[config.mk]
export PLATFORM = sky130hd
export DESIGN_NAME = bomb_scheduler
export DESIGN_NICKNAME = d
export VERILOG_FILES = /design/src/rtl/bomb_pkg.sv /design/src/rtl/bomb_slot.sv /design/src/rtl/bomb_scheduler.sv
export SDC_FILE = /design/constraint.sdc
export NUM_CORES = 1
export LEC_CHECK = 0
export CORE_MARGIN = 1
export CORE_UTILIZATION = 45
export DETAILED_ROUTE_END_ITERATION = 8
export GPL_TIMING_DRIVEN = 0
export PLACE_DENSITY = 0.81
export SLEW_MARGIN = 20
export SYNTH_ARGS = -nofsm -noshare
export SYNTH_HDL_FRONTEND = slang
export SYNTH_SLANG_ARGS = --single-unit
[constraint.sdc]
create_clock -name frame_clk -period 5.1 [get_ports frame_clk]
set_input_delay 1.53 -clock frame_clk [delete_from_list [all_inputs] [get_ports frame_clk]]
set_output_delay 1.53 -clock frame_clk [all_outputs]
set_load 0.02 [all_outputs]
[src/rtl/bomb_pkg.sv]
`default_nettype none
// ============================================================================
//  Module   : bomb_pkg
//  Purpose  : Shared slot states and draw constants for the bomb scheduler.
//  Revision : 1.0  initial release
// ============================================================================
package bomb_pkg;

    typedef enum logic [1:0] {
        IDLE  = 2'd0,
        FUSE  = 2'd1,
        BLAST = 2'd2
    } slot_state_t;

    localparam logic [9:0] OFFSCREEN_X  = 10'd700;
    localparam logic [9:0] OFFSCREEN_Y  = 10'd500;
    localparam logic [9:0] BOMB_S_SMALL = 10'd4;
    localparam logic [9:0] BOMB_S_BIG   = 10'd6;
    localparam logic [9:0] BLAST_S      = 10'd16;

    function automatic int max_int(input int a, input int b);
        return (a > b) ? a : b;
    endfunction

endpackage
`default_nettype wire

[src/rtl/bomb_slot.sv]
`default_nettype none
// ============================================================================
//  Module   : bomb_slot
//  Purpose  : One bomb slot: fuse/blast timer FSM, snapped position and size.
//  Revision : 1.0  initial release
// ============================================================================
module bomb_slot
    import bomb_pkg::*;
#(
    parameter int FUSE_FRAMES  = 120,
    parameter int BLAST_FRAMES = 30
) (
    input  logic       clk,
    input  logic       rst_n,
    input  logic       i_grant,
    input  logic       i_owner,
    input  logic [9:0] i_x,
    input  logic [9:0] i_y,
    input  logic       i_chain,
    output logic       o_active,
    output logic       o_blast,
    output logic       o_owner,
    output logic       o_explode,
    output logic [9:0] o_x,
    output logic [9:0] o_y,
    output logic [9:0] o_s
);

    localparam int TW = $clog2(max_int(FUSE_FRAMES, BLAST_FRAMES));
    localparam logic [TW-1:0] C_FUSE_LOAD  = TW'(FUSE_FRAMES - 1);
    localparam logic [TW-1:0] C_BLAST_LOAD = TW'(BLAST_FRAMES - 1);

    slot_state_t   r_state, w_state_nxt;
    logic [TW-1:0] r_timer, w_timer_nxt;
    logic [9:0]    r_x, r_y, r_s, w_x_nxt, w_y_nxt, w_s_nxt;
    logic          r_owner, w_owner_nxt;
    logic          r_explode, w_explode_nxt;

    always_ff @(posedge clk) begin
        if (!rst_n) begin
            r_state   <= IDLE;
            r_timer   <= '0;
            r_x       <= OFFSCREEN_X;
            r_y       <= OFFSCREEN_Y;
            r_s       <= '0;
            r_owner   <= 1'b0;
            r_explode <= 1'b0;
        end else begin
            r_state   <= w_state_nxt;
            r_timer   <= w_timer_nxt;
            r_x       <= w_x_nxt;
            r_y       <= w_y_nxt;
            r_s       <= w_s_nxt;
            r_owner   <= w_owner_nxt;
            r_explode <= w_explode_nxt;
        end
    end

    always_comb begin
        w_state_nxt   = r_state;
        w_timer_nxt   = r_timer;
        w_x_nxt       = r_x;
        w_y_nxt       = r_y;
        w_s_nxt       = r_s;
        w_owner_nxt   = r_owner;
        w_explode_nxt = 1'b0;
        case (r_state)
            IDLE: begin
                if (i_grant) begin
                    w_state_nxt = FUSE;
                    w_timer_nxt = C_FUSE_LOAD;
                    w_owner_nxt = i_owner;
                    w_x_nxt     = i_x;
                    w_y_nxt     = i_y;
                    w_s_nxt     = BOMB_S_SMALL;
                end
            end
            FUSE: begin
                // A chain hit on the natural-expiry frame still yields a single pulse.
                if (r_timer == '0 || i_chain) begin
                    w_state_nxt   = BLAST;
                    w_timer_nxt   = C_BLAST_LOAD;
                    w_explode_nxt = 1'b1;
                    w_s_nxt       = BLAST_S;
                end else begin
                    w_timer_nxt = r_timer - TW'(1);
                    w_s_nxt     = (r_s == BOMB_S_SMALL) ? BOMB_S_BIG : BOMB_S_SMALL;
                end
            end
            BLAST: begin
                if (r_timer == '0) begin
                    w_state_nxt = IDLE;
                    w_x_nxt     = OFFSCREEN_X;
                    w_y_nxt     = OFFSCREEN_Y;
                    w_s_nxt     = '0;
                    w_owner_nxt = 1'b0;
                end else begin
                    w_timer_nxt = r_timer - TW'(1);
                end
            end
            default: w_state_nxt = IDLE;
        endcase
    end

    assign o_active  = (r_state != IDLE);
    assign o_blast   = (r_state == BLAST);
    assign o_owner   = r_owner;
    assign o_explode = r_explode;
    assign o_x       = r_x;
    assign o_y       = r_y;
    assign o_s       = r_s;

endmodule
`default_nettype wire

[src/rtl/bomb_scheduler.sv]
`default_nettype none
// ============================================================================
//  Module   : bomb_scheduler
//  Purpose  : Bomb slot pool for two players: request arbitration and slot allocation.
//  Revision : 1.0  initial release
// ============================================================================
module bomb_scheduler
    import bomb_pkg::*;
#(
    parameter int NUM_SLOTS      = 4,
    parameter int MAX_PER_PLAYER = 2,
    parameter int FUSE_FRAMES    = 120,
    parameter int BLAST_FRAMES   = 30,
    parameter int TILE_SHIFT     = 5
) (
    input  logic                    frame_clk,
    input  logic                    Reset,
    input  logic [1:0]              place_req,
    input  logic [9:0]              p0X,
    input  logic [9:0]              p0Y,
    input  logic [9:0]              p1X,
    input  logic [9:0]              p1Y,
    input  logic [NUM_SLOTS-1:0]    chain_hit,
    output logic [1:0]              place_ack,
    output logic [NUM_SLOTS-1:0]    slot_active,
    output logic [NUM_SLOTS-1:0]    slot_blast,
    output logic [NUM_SLOTS-1:0]    slot_owner,
    output logic [NUM_SLOTS-1:0]    explode_pulse,
    output logic [NUM_SLOTS*10-1:0] bombX,
    output logic [NUM_SLOTS*10-1:0] bombY,
    output logic [NUM_SLOTS*10-1:0] bombS
);

    localparam int SW = $clog2(NUM_SLOTS);
    localparam int CW = $clog2(NUM_SLOTS + 1);
    localparam logic [9:0] C_TILE_MASK = ~10'((1 << TILE_SHIFT) - 1);

    logic [1:0]           r_prev;
    logic                 r_rr;
    logic [1:0]           r_ack;

    logic [1:0]           w_edge;
    logic [9:0]           w_snap_x [2];
    logic [9:0]           w_snap_y [2];
    logic [CW-1:0]        w_cnt [2];
    logic [1:0]           w_tile_hit;
    logic [1:0]           w_elig;
    logic                 w_any_idle;
    logic [SW-1:0]        w_free_idx;
    logic                 w_gnt_valid;
    logic                 w_gnt_player;
    logic [9:0]           w_gnt_x, w_gnt_y;
    logic [NUM_SLOTS-1:0] w_slot_grant;

    assign w_edge      = place_req & ~r_prev;
    assign w_snap_x[0] = p0X & C_TILE_MASK;
    assign w_snap_y[0] = p0Y & C_TILE_MASK;
    assign w_snap_x[1] = p1X & C_TILE_MASK;
    assign w_snap_y[1] = p1Y & C_TILE_MASK;

    // Descending scan so the lowest-index idle slot is the one left in w_free_idx.
    always_comb begin
        w_any_idle = 1'b0;
        w_free_idx = '0;
        w_cnt[0]   = '0;
        w_cnt[1]   = '0;
        w_tile_hit = '0;
        for (int s = NUM_SLOTS - 1; s >= 0; s--) begin
            if (!slot_active[s]) begin
                w_any_idle = 1'b1;
                w_free_idx = SW'(s);
            end else begin
                w_cnt[slot_owner[s]] = w_cnt[slot_owner[s]] + CW'(1);
                for (int p = 0; p < 2; p++) begin
                    if (bombX[10*s +: 10] == w_snap_x[p] && bombY[10*s +: 10] == w_snap_y[p])
                        w_tile_hit[p] = 1'b1;
                end
            end
        end
    end

    always_comb begin
        w_elig = '0;
        for (int p = 0; p < 2; p++) begin
            w_elig[p] = w_edge[p] && w_any_idle && (w_cnt[p] < CW'(MAX_PER_PLAYER))
                        && !w_tile_hit[p];
        end
        w_gnt_valid  = |w_elig;
        w_gnt_player = (w_elig == 2'b11) ? r_rr : w_elig[1];
        w_gnt_x      = w_gnt_player ? w_snap_x[1] : w_snap_x[0];
        w_gnt_y      = w_gnt_player ? w_snap_y[1] : w_snap_y[0];
    end

    // History resets high so a key held through reset release is not an edge.
    always_ff @(posedge frame_clk) begin
        if (!Reset) begin
            r_prev <= 2'b11;
            r_rr   <= 1'b0;
            r_ack  <= 2'b00;
        end else begin
            r_prev <= place_req;
            r_ack  <= w_gnt_valid ? (w_gnt_player ? 2'b10 : 2'b01) : 2'b00;
            if (w_elig == 2'b11)
                r_rr <= ~r_rr;
        end
    end

    assign place_ack = r_ack;

    generate
        for (genvar gi = 0; gi < NUM_SLOTS; gi++) begin : g_slot
            assign w_slot_grant[gi] = w_gnt_valid && (w_free_idx == SW'(gi));

            bomb_slot #(
                .FUSE_FRAMES  (FUSE_FRAMES),
                .BLAST_FRAMES (BLAST_FRAMES)
            ) u_slot (
                .clk       (frame_clk),
                .rst_n     (Reset),
                .i_grant   (w_slot_grant[gi]),
                .i_owner   (w_gnt_player),
                .i_x       (w_gnt_x),
                .i_y       (w_gnt_y),
                .i_chain   (chain_hit[gi]),
                .o_active  (slot_active[gi]),
                .o_blast   (slot_blast[gi]),
                .o_owner   (slot_owner[gi]),
                .o_explode (explode_pulse[gi]),
                .o_x       (bombX[10*gi +: 10]),
                .o_y       (bombY[10*gi +: 10]),
                .o_s       (bombS[10*gi +: 10])
            );
        end
    endgenerate

endmodule
`default_nettype wire
==> metrics.md <==
| Metric | Value |
|---|---|
| Status | `finished, final reports clean` |
| Initial DRC count | `600` |
| GRT Residual Overflow | `0` |
| Core Area | `0.0159 mm^2` |
| CTS buffer count | `9` |
| Initial antenna violation count | `0` |
| Worst-path fanout max | `10` |
| Hold Worst Slack | `478 ps` |
| Fmax | `222 MHz` |
| Asr flop ratio synth | `0%` |
| Die width | `130 um` |
| Peak VDD IR | `184 uV` |
| Average size of a mapped cell | `8.28 um^2` |
| DP Wirelength | `16500 um` |
| Clk sinks | `105` |
| First-pass GRT wire length | `33800 um` |
| Skew-Pair Late Insertion Delay | `360 ps` |
| Setup TNS | `0 ps` |
| Final Wtd Congestion | `0.974` |
| Worst Hold Class | `reg2reg` |
| PD cells | `251 mW/mm^2` |
| Final Cycle Share | `88.2%` |
| Post-route minimum period | `4500 ps` |
| Vias per Instance | `5.53` |
| Total Power | `2.28 mW` |
| Post-synth cell types | `82` |
| CTS tree | `built` |
| Initial Util | `46.3%` |
| WP data required | `5310 ps` |
| Max cap viols | `0` |
| Largest net degree at the start of global routing | `17` |
| Post-CTS repair timing setup buffer count | `0` |
| Most common cell after layout, fill and taps aside | `dfxtp_1` |
| Worst Setup Path Type | `reg2reg` |
| Ys flop type | `dfxtp_1` |
| Clk slew on worst S/H paths | `70 ps` |
| Input/output buffers | `96` |
| Post-cts sizing count | `0` |
| Post-DP Area | `0.00876 mm^2` |
| Nets | `1112` |
| Final setup viols | `0` |
| R2R cell count | `17` |
| Die footprint | `0.0168 mm^2` |
| Final Hold Viols | `0` |
| Antenna violation net count after detailed routing | `0` |
| DRT Wirelength | `21900 um` |
| H-tree level count | `3` |
| Worst hold path depth | `2` |
| CP endpoint kind | `flip-flop` |
| Setup skew after layout | `8.05 ps` |
| Share of cells above drive strength 1 | `15.5%` |
| Max_slew headroom | `51.0%` |
| N_diodes | `0` |
| Most frequent cells in the layout | `dfxtp_1, clkdlybuf4s50_1, buf_4, xnor2_1` |
| Critical path startpoint category | `flip-flop` |
| Vias in the first global route | `6426` |
| Post-route cell area | `0.00908 mm^2` |
| Tightest Pin Transition | `736 ps` |
| Flops & latches, synth | `105` |
| # IOs | `186` |
| Total track usage | `26.1%` |
| Number of enable flip-flop cells after synthesis | `0` |
| Final Util | `57.2%` |
| Static leakage | `3.57 nW` |
| Critical path arrival | `4710 ps` |
| Post-synthesis sequential area ratio | `28.6%` |
| Hold_buf cts | `0` |
| RSZ-0062 raised after global routing | `false` |
| Rows | `46` |
| Synth Cell Area | `0.00735 mm^2` |
| 1st-pass router iterations | `5` |
| Synth Instances | `887` |
| Routed vias | `6981` |
| Max-slew violations | `0` |
| CTS max path bufs | `2` |
| Layout area overhead | `23.6%` |
| Clock root cell | `clkbuf_16` |
| Wirelength per Cell | `17.4 um` |
| Ys Warns | `0` |
| DRC viols | `0` |
| DIE HEIGHT | `130 um` |
==> metrics by stage <==
step / setup WS, ps / instances
finish: 599 / 1262
global route: 339 / 1262
CTS: 701 / 1261
detailed placement: 758 / 1246
global placement: 809 / 1246
floorplan: 1470 / 934
==> logic make-up (layout without fill, tap and decap cells) <==
group | count (synthesis) | in the layout | share of synthesized area [%]
flops | 105 | 105 | 28.6
simple gates | 261 | 261 | 18.4
other cells | 1 | 48 | 0.0510
fa+ha+maj | 22 | 22 | 3.75
xor+xnor | 88 | 88 | 10.5
buf+inv | 178 | 290 | 14.4
compound gates | 208 | 208 | 20.3
mux | 24 | 24 | 3.97
==> cell usage after synthesis (4+ instances only) <==
library cell	instances	area, um^2
o31ai_1	8	60.1
o211ai_1	4	30.0
o221ai_1	4	35.0
a31oi_1	5	31.3
nor2b_1	7	43.8
ha_1	22	275
or2_2	6	37.5
nand3_1	23	115
dfxtp_1	105	2100
and3_1	5	31.3
nor3_1	21	105
and2_1	6	37.5
o21a_1	6	45.0
buf_4	87	653
o2bb2ai_1	4	35.0
nor3b_1	6	45.0
o21ai_0	34	170
nand2b_1	7	43.8
a2bb2oi_1	14	123
xnor2_1	85	744
buf_2	20	100
inv_1	38	143
o22ai_1	12	75.1
clkbuf_1	24	90.1
nand2_1	65	244
mux2i_1	19	190
a21oi_1	40	200
nor4_1	5	31.3
nor2_1	65	244
mux2i_4	4	90.1
a22oi_1	8	60.1
nand4_1	19	119
or3_1	6	37.5
a211oi_1	19	143
o2111ai_1	4	35.0
==> area by class of cell <==
class,count,area (um^2)
fill,1488,6800
multi-input combinational,651,4360
sequential,105,2100
timing repair buffer,97,968
buffer,135,897
tap,216,270
clock buffer,10,239
inverter,43,163
clock inverter,5,78.8
==> power breakdown <==
part / switching (mW) / internal (mW)
clock: 0.327 / 0.442
combinational: 0.340 / 0.271
sequential: 0.0449 / 0.853
total: 0.712 / 1.57
==> critical path: stages, from the launching register on <==
cell and delay (ps):
dfxtp_1 340, inv_1 100, ha_1 160, buf_2 230, clkbuf_1 440, a211oi_1 100, ha_1 360, o311ai_0 290
a22oi_1 120, ha_1 320, nor2_1 130, nand3b_1 90, a21oi_1 180, and3_2 350, nor2_2 120, buf_2 230
nor3_2 600, a2bb2oi_1 200
==> layer usage <==
metal | wire length (um) | global-route usage, %
met1 | 9180 | 32.8
met2 | 10200 | 42.9
met3 | 1860 | 6.48
met4 | 627 | 10.5
met5 | 0 | 0
==> state kept, by name, summed over array words and instances (netlist names) <==
name / count
g_slot.u_slot.o_x: 20
g_slot.u_slot.o_explode: 4
g_slot.u_slot.r_state: 8
r_rr: 1
g_slot.u_slot.o_y: 24
place_ack: 2
g_slot.u_slot.r_timer: 28
g_slot.u_slot.o_s: 12
r_prev: 2
g_slot.u_slot.o_owner: 4
==> path summary, 6_finish.rpt <==
| path | startpoint | slack, ps | end |
|---|---|---|---|
| worst max register to register | g_slot[3].u_slot.r_state[0] | 600 | g_slot[3].u_slot.o_y[7] |
| worst min-delay path | g_slot[3].u_slot.o_s[1] | 480 | g_slot[3].u_slot.o_s[1] |
| worst max-delay path | g_slot[3].u_slot.r_state[0] | 600 | g_slot[3].u_slot.o_y[7] |
| worst min register to register | g_slot[3].u_slot.o_s[1] | 480 | g_slot[3].u_slot.o_s[1] |
Note: power is estimated with default switching activity, not from simulation.
